==> config.mk <==
export PLATFORM = sky130hd
export DESIGN_NAME = pool_reduce
export DESIGN_NICKNAME = d
export VERILOG_FILES = /design/src/rtl/pool_reduce.sv
export SDC_FILE = /design/constraint.sdc
export NUM_CORES = 1
export LEC_CHECK = 0
export BUFFER_PORTS_ARGS = -buffer_cell sky130_fd_sc_hd__buf_2
export CORE_UTILIZATION = 45
export DETAILED_ROUTE_END_ITERATION = 8
export PLACE_DENSITY_LB_ADDON = 0.05
export SLEW_MARGIN = 10
export SYNTH_ARGS = -nofsm -noshare
export SYNTH_HDL_FRONTEND = slang
export SYNTH_SLANG_ARGS = --single-unit
==> constraint.sdc <==
create_clock -name CLK -period 5.91 [get_ports CLK]
set_input_delay 1.182 -clock CLK [delete_from_list [all_inputs] [get_ports CLK]]
set_output_delay 1.182 -clock CLK [all_outputs]
set_load 0.05 [all_outputs]
==> src/rtl/pool_reduce.sv <==
// rtl/pool_reduce.sv - pooling-window reducer: max, plus average when POOL_AVG_EN is defined
// Emits one result per window with a sequential row-major write-back address.
module pool_reduce #(
   parameter int DATA_WIDTH  = 16,
   parameter int ADDR_WIDTH  = 12,
   parameter int ACC_EXTRA   = 10,
   parameter int SHIFT_WIDTH = 4
) (
   input  logic                   CLK,
   input  logic                   RESET,
   input  logic                   EN,
   input  logic                   START,
   input  logic                   MODE,
   input  logic [SHIFT_WIDTH-1:0] AVG_SHIFT,
   input  logic                   DIN_VALID,
   input  logic [DATA_WIDTH-1:0]  DIN,
   input  logic                   DIN_PACK,
   input  logic                   DIN_LAST,
   output logic                   DOUT_VALID,
   output logic [DATA_WIDTH-1:0]  DOUT,
   output logic [ADDR_WIDTH-1:0]  DOUT_ADDR,
   output logic                   DOUT_LAST,
   output logic                   BUSY,
   output logic                   ERR
);

`ifdef POOL_AVG_EN
   localparam int ACC_W = DATA_WIDTH + ACC_EXTRA;
`else
   // Guard bits only matter when summing; max fits in the sample width.
   localparam int ACC_W = DATA_WIDTH + (ACC_EXTRA * 0);
`endif

   typedef enum logic [1:0] {
      IDLE = 2'b00,
      ACC  = 2'b01,
      DONE = 2'b10
   } state_t;

   state_t                  state, state_nxt;
   logic signed [ACC_W-1:0] acc, acc_nxt;
   logic                    first, first_nxt;
   logic [ADDR_WIDTH-1:0]   cnt, cnt_nxt;
   logic                    valid_nxt, last_nxt, err_nxt;
   logic [DATA_WIDTH-1:0]   dout_nxt;
   logic [ADDR_WIDTH-1:0]   addr_nxt;

   logic signed [ACC_W-1:0] din_ext, v_max, v;
   logic [DATA_WIDTH-1:0]   result;

   assign din_ext = ACC_W'(signed'(DIN));
   assign v_max   = (acc > din_ext) ? acc : din_ext;

`ifdef POOL_AVG_EN
   logic                        mode_r;
   logic [SHIFT_WIDTH-1:0]      shift_r;
   logic signed [ACC_W-1:0]     v_sum, shifted;
   logic [ACC_W-DATA_WIDTH:0]   upper;

   assign v_sum   = acc + din_ext;
   assign v       = first ? din_ext : (mode_r ? v_sum : v_max);
   assign shifted = v >>> shift_r;
   // Result fits when every bit above the output sign bit matches it.
   assign upper   = shifted[ACC_W-1:DATA_WIDTH-1];

   always_comb begin
      if (!mode_r)
         result = v[DATA_WIDTH-1:0];
      else if ((&upper) || !(|upper))
         result = shifted[DATA_WIDTH-1:0];
      else if (shifted[ACC_W-1])
         result = {1'b1, {(DATA_WIDTH-1){1'b0}}};
      else
         result = {1'b0, {(DATA_WIDTH-1){1'b1}}};
   end

   always_ff @(posedge CLK) begin
      if (RESET) begin
         mode_r  <= 1'b0;
         shift_r <= '0;
      end else if (EN && state == IDLE && START) begin
         mode_r  <= MODE;
         shift_r <= AVG_SHIFT;
      end
   end
`else
   logic unused_cfg;
   assign unused_cfg = ^{MODE, AVG_SHIFT};
   assign v          = first ? din_ext : v_max;
   assign result     = v[DATA_WIDTH-1:0];
`endif

   assign BUSY = (state != IDLE);

   always_comb begin
      state_nxt = state;
      acc_nxt   = acc;
      first_nxt = first;
      cnt_nxt   = cnt;
      valid_nxt = 1'b0;
      dout_nxt  = DOUT;
      addr_nxt  = DOUT_ADDR;
      last_nxt  = 1'b0;
      err_nxt   = ERR;
      case (state)
         IDLE: begin
            if (START) begin
               cnt_nxt   = '0;
               err_nxt   = 1'b0;
               first_nxt = 1'b1;
               state_nxt = ACC;
            end
         end
         ACC: begin
            if (DIN_VALID) begin
               // A truncated map still flushes its partial window as a result.
               if (DIN_PACK || DIN_LAST) begin
                  valid_nxt = 1'b1;
                  dout_nxt  = result;
                  addr_nxt  = cnt;
                  cnt_nxt   = cnt + 1'b1;
                  first_nxt = 1'b1;
                  if (DIN_LAST) begin
                     last_nxt  = 1'b1;
                     state_nxt = DONE;
                     if (!DIN_PACK)
                        err_nxt = 1'b1;
                  end
               end else begin
                  acc_nxt   = v;
                  first_nxt = 1'b0;
               end
            end
         end
         DONE:    state_nxt = IDLE;
         default: state_nxt = IDLE;
      endcase
   end

   always_ff @(posedge CLK) begin
      if (RESET) begin
         state      <= IDLE;
         acc        <= '0;
         first      <= 1'b1;
         cnt        <= '0;
         DOUT_VALID <= 1'b0;
         DOUT       <= '0;
         DOUT_ADDR  <= '0;
         DOUT_LAST  <= 1'b0;
         ERR        <= 1'b0;
      end else if (EN) begin
         state      <= state_nxt;
         acc        <= acc_nxt;
         first      <= first_nxt;
         cnt        <= cnt_nxt;
         DOUT_VALID <= valid_nxt;
         DOUT       <= dout_nxt;
         DOUT_ADDR  <= addr_nxt;
         DOUT_LAST  <= last_nxt;
         ERR        <= err_nxt;
      end
   end

endmodule

==> Yosys cells after proc, flatten, opt, wreduce, memory -nomap -nowiden <==
Cells that the tools add are included.
Widths: inputs -> output; s select.
{ "word_totals": {"wordCells": 55, "regBits": 62, "out_inout_bits": 32, "inputBits": 28} }
{ "op_classes": {"reduce_logical": 10, "mux": 27, "eq_ne": 6, "add_sub_neg": 1, "bitwise_logic": 1, "n_lt_le_gt_ge": 1} }
{ "ops": {"columns": ["cell", "n"], "rows": [
  ["$mux 12", 3],
  ["$mux 16", 2],
  ["$pmux 12 s2", 1],
  ["$gt 16x16->1", 1],
  ["$mux 1", 14],
  ["$add 12x1->12 const B", 1],
  ["$reduce_and 4->1", 3],
  ["$ne 2x2->1 const B", 5],
  ["$reduce_and 5->1", 2],
  ["$mux 2", 4],
  ["$reduce_and 7->1", 1],
  ["$pmux 1 s2", 2],
  ["$pmux 2 s2", 1],
  ["$reduce_bool 2->1", 2],
  ["$eq 2x1->1 const B", 1],
  ["$logic_not 2->1", 1],
  ["$logic_or 1x1->1", 1],
  ["$not 1->1", 1]
]} }

==> Depth between registers and ports, before layout <==
{ "logic_depth": {"word_depth": 5, "depth_mapped": 10, "depth_no_buf": 8} }

==> Worst setup path after synthesis <==
Ideal clock, no wire load.
{ "synth_timing": {"kind": "input to register", "start": "input DIN[7]", "end": "register acc[10]", "required_ps": 5838, "setup_ps": 72, "setup_slack_ps": 2487, "n_path_buf": 2, "cell_stages": 10, "arrival_ps": 3351, "cell_sequence": "inv_1 ha_1 nand4_1 or4_1 a21o_1 and3_4 buf_6 nor3_4 buf_12 mux2i_1"} }
{ "synth_between": {"elab_chain_cells": 3} }
{ "synth_lines": {"columns": ["item", "line", "source"], "rows": [
  ["from (decl)", "16", "input logic [DATA_WIDTH-1:0] DIN,"],
  ["$gt 16x16->1", "52", "assign v_max = (acc > din_ext) ? acc : din_ext;"],
  ["$mux 16", "52", null],
  ["$mux 16", "89", "assign v = first ? din_ext : v_max;"],
  ["to (signal assigned)", "153", "acc <= acc_nxt;"],
  ["to (decl)", "41", "logic signed [ACC_W-1:0] acc, acc_nxt;"]
]} }
No other way between the ends.
A chain may end at the register's enable or synchronous reset.

==> Final worst setup path <==
{ "layout_timing": {"start": "input DIN[7]", "end": "register acc[3]"} }
Same word-level chain as after synthesis.

==> impl_metrics.env <==
export IMPL_postCtsHoldBufs=0
export IMPL_cts_resized=0
export IMPL_cts_buffers=9
export IMPL_power_internal_w=0.000707
export IMPL_period_minus_slack_ps=3690
export IMPL_synth_most_common_cell="dfxtp_1"
export IMPL_ant_nets=0
export IMPL_hold_viol_final=0
export IMPL_synth_common_cells="dfxtp_1 (62), nor2_1 (38), nand2_1 (36)"
export IMPL_vias=2653
export IMPL_dp_hpwl_mm=4.70
export IMPL_path_clk_slew_ps=70
export IMPL_critPathRequiredTime_ps=6170
export IMPL_dr_pass1_iters=4
export IMPL_finalNetCount=459
export IMPL_gp_congestion=0.762
export IMPL_fp_dieH_microns=85.3
export IMPL_rows=29
export IMPL_sw_frac_of_total_pct=25.2
export IMPL_postSynth_asyncResetShare_pct=0
export IMPL_yosys_cell_types_count=34
export IMPL_whs_path_depth=2
export IMPL_min_delay_path_class="reg2reg"
export IMPL_yosys_register_bits=62
export IMPL_area_growth_pct=15.5
export IMPL_final_setup_worst_slack_ps=2220
export IMPL_seq_power_share_pct=45.7
export IMPL_p_switching_w=0.000237
export IMPL_r2r_slack_ps=2890
export IMPL_relSlewSlack_pct=31.6
export IMPL_reg2reg_to="acc[3]"
export IMPL_synthCells=368
export IMPL_final_util_pct=55.2
export IMPL_cts_root_buffer="clkbuf_8"
export IMPL_rsz0062_at_grt="false"
export IMPL_core_area_sq_um=6530
export IMPL_start_kind="input pin"
export IMPL_fin_tns_setup_ps=0
export IMPL_tightest_slew_ps=1030
export IMPL_p_per_area_nw_per_um2=262
export IMPL_cts_tree="yes"
export IMPL_yosys_warnings=0
export IMPL_syn_area_sq_um=3120
export IMPL_cts_sinks=62
export IMPL_ys_seq_area_share_pct=39.7
export IMPL_max_cap_violations=0
export IMPL_routed_wl_mm=7.06
export IMPL_drive_above_1_share_pct=18.1
export IMPL_clkLatencyLatePin_ps=340
export IMPL_clk_path_buf_depth=2
export IMPL_critPathArrivalTime_ps=3950
export IMPL_leakage_nw=1.52
export IMPL_finClkSkew_ps=9.13
export IMPL_cp_max_fo=17
export IMPL_die_area_sq_um=7280
export IMPL_syn_nets=413
export IMPL_filler_cell_count=644
export IMPL_ys_flop_type="dfxtp_1"
export IMPL_pin_count=60
export IMPL_synth_top_cell_area_share_pct=39.7
export IMPL_h_tree_depth=3
export IMPL_crit_type="in2reg"
export IMPL_port_buffers=54
export IMPL_post_drt_wl_per_cell_microns=14.2
export IMPL_die_w_microns=85.3
export IMPL_endpoint_kind="flip-flop"
export IMPL_rr_worst_depth=7
export IMPL_grt_pass1_vias=2416
export IMPL_dp_cells=480
export IMPL_setup_viol=0
export IMPL_p_comb_share_pct=10.8
export IMPL_synth_area_leaders="dfxtp_1 (40%), ha_1 (6.8%), nand2b_1 (6.8%), mux2i_1 (5.4%), nor2_1 (4.6%)"
export IMPL_fmax_mhz=271
export IMPL_p_clk_share_pct=43.5
export IMPL_fin_crit_sh_pct=62.4
export IMPL_max_vdd_ir_drop_mv=0.210
export IMPL_grt_max_degree=69
export IMPL_finalMaxSlewViolations=0
export IMPL_r2r_start="acc[7]"
export IMPL_p_total_w=0.000944
export IMPL_synth_top_cell_by_area="dfxtp_1"
export IMPL_vias_per_cell=5.35
export IMPL_start_util_pct=47.8
export IMPL_pre_cts_slack_ps=1860
export IMPL_status="finished, final reports clean"
export IMPL_grt_usage_pct=20.6
export IMPL_cp_endpoint="acc[3]"
export IMPL_cp_startpoint="DIN[7]"
export IMPL_gr_total_overflow=0
export IMPL_instances_no_fill=496
export IMPL_antenna_found_initial=0
export IMPL_avgSynthCellArea_sq_um=8.49
export IMPL_num_antenna_cells=0
export IMPL_grt_pass1_wl_mm=11.8
export IMPL_post_cts_setup_buffer_count=0
export IMPL_drt_drc_violations_left=0
export IMPL_synth_edf_count=0
export IMPL_drt_iter0_markers=119
per-stage QoR:
stage / hold WS [ps] / cell area [sq um]
floorplan: 444 / 3120
global placement: 438 / 3390
detailed placement: 444 / 3390
CTS: 456 / 3610
global route: 477 / 3610
finish: 452 / 3610
logic make-up after synthesis:
family / share of synthesized area, %
AND/OR/NAND/NOR: 24.2
AO/OA/AOI/OAI: 15.3
flip-flops: 39.7
buffers and inverters: 5.69
multiplexers: 5.45
adder cells (fa/ha/maj): 6.81
XOR/XNOR: 2.80
layout make-up:
cell class	instances	area, sq um	share of cell area, %
clock inverters	4	70.1	1.94
well taps	77	96.3	2.67
multi-input cells	267	1700	47.3
clock buffers	12	145	4.02
inverters	19	71.3	1.98
flip-flops and latches	62	1240	34.4
repair buffers	55	278	7.70
cell usage in the layout (no fill, tap or decap):
| cell | netlist | routed |
|---|---|---|
| mux2i_1 | 17 | 17 |
| and3_4 | 1 | 1 |
| a211oi_4 | 1 | 1 |
| nand2_1 | 36 | 36 |
| nor2_1 | 38 | 38 |
| buf_2 | 0 | 54 |
| nor3_1 | 4 | 4 |
| a21oi_1 | 24 | 24 |
| inv_1 | 19 | 19 |
| xor2_1 | 7 | 7 |
| or4_1 | 1 | 1 |
| buf_4 | 0 | 1 |
| and2_1 | 1 | 1 |
| clkbuf_8 | 0 | 10 |
| or2_2 | 2 | 2 |
| nor3_4 | 1 | 1 |
| o21ai_0 | 9 | 9 |
| a211o_1 | 1 | 1 |
| nand2b_1 | 34 | 34 |
| nand3_1 | 23 | 23 |
| and3_1 | 4 | 4 |
| a2111oi_4 | 1 | 1 |
| xnor2_1 | 3 | 3 |
| nor2b_1 | 3 | 3 |
| a211oi_1 | 3 | 3 |
| a311oi_1 | 16 | 16 |
| ha_1 | 17 | 17 |
| clkbuf_1 | 17 | 2 |
| o21ai_1 | 8 | 8 |
| clkinv_2 | 0 | 2 |
| bufinv_16 | 0 | 2 |
| o211ai_1 | 1 | 1 |
| a22oi_1 | 1 | 1 |
| nand4_1 | 5 | 5 |
| a211o_2 | 1 | 1 |
| a21o_1 | 4 | 4 |
| dfxtp_1 | 62 | 62 |
worst min-delay path by stage:
stage | from | end | slack (ps)
floorplan | cnt[11] | DOUT_ADDR[11] | 440
global placement | DOUT_LAST | DOUT_LAST | 440
detailed placement | DOUT_LAST | DOUT_LAST | 440
CTS | DOUT_LAST | DOUT_LAST | 460
global route | DOUT_ADDR[1] | DOUT_ADDR[1] | 480
finish | DOUT_LAST | DOUT_LAST | 450
critical path, cell delays in order:
cell	delay [ps]
buf_2	110
inv_1	40
ha_1	300
nand4_1	130
or4_1	550
a21o_1	230
and3_4	270
nor3_4	830
mux2i_1	280
per-layer routing:
metal | GRT usage (%) | share of wire (%)
met4 | 5.61 | 1.1
met1 | 28.8 | 50
met2 | 30.6 | 42
met5 | 0 | 0
met3 | 6.71 | 6.9
power groups by stage:
stage / clock network (W) / logic (W) / registers, W
floorplan: 0 / 0.0000544 / 0.000460
global placement: 0 / 0.000100 / 0.000441
detailed placement: 0 / 0.000101 / 0.000441
CTS: 0.000420 / 0.000102 / 0.000432
global route: 0.000440 / 0.000112 / 0.000433
finish: 0.000411 / 0.000102 / 0.000432
state kept, by name, summed over array words and instances (netlist names):
signal / cells
first: 1
state: 2
DOUT_ADDR: 12
acc: 16
ERR: 1
cnt: 12
DOUT_LAST: 1
DOUT: 16
DOUT_VALID: 1
(Power assumes the default switching activity.)
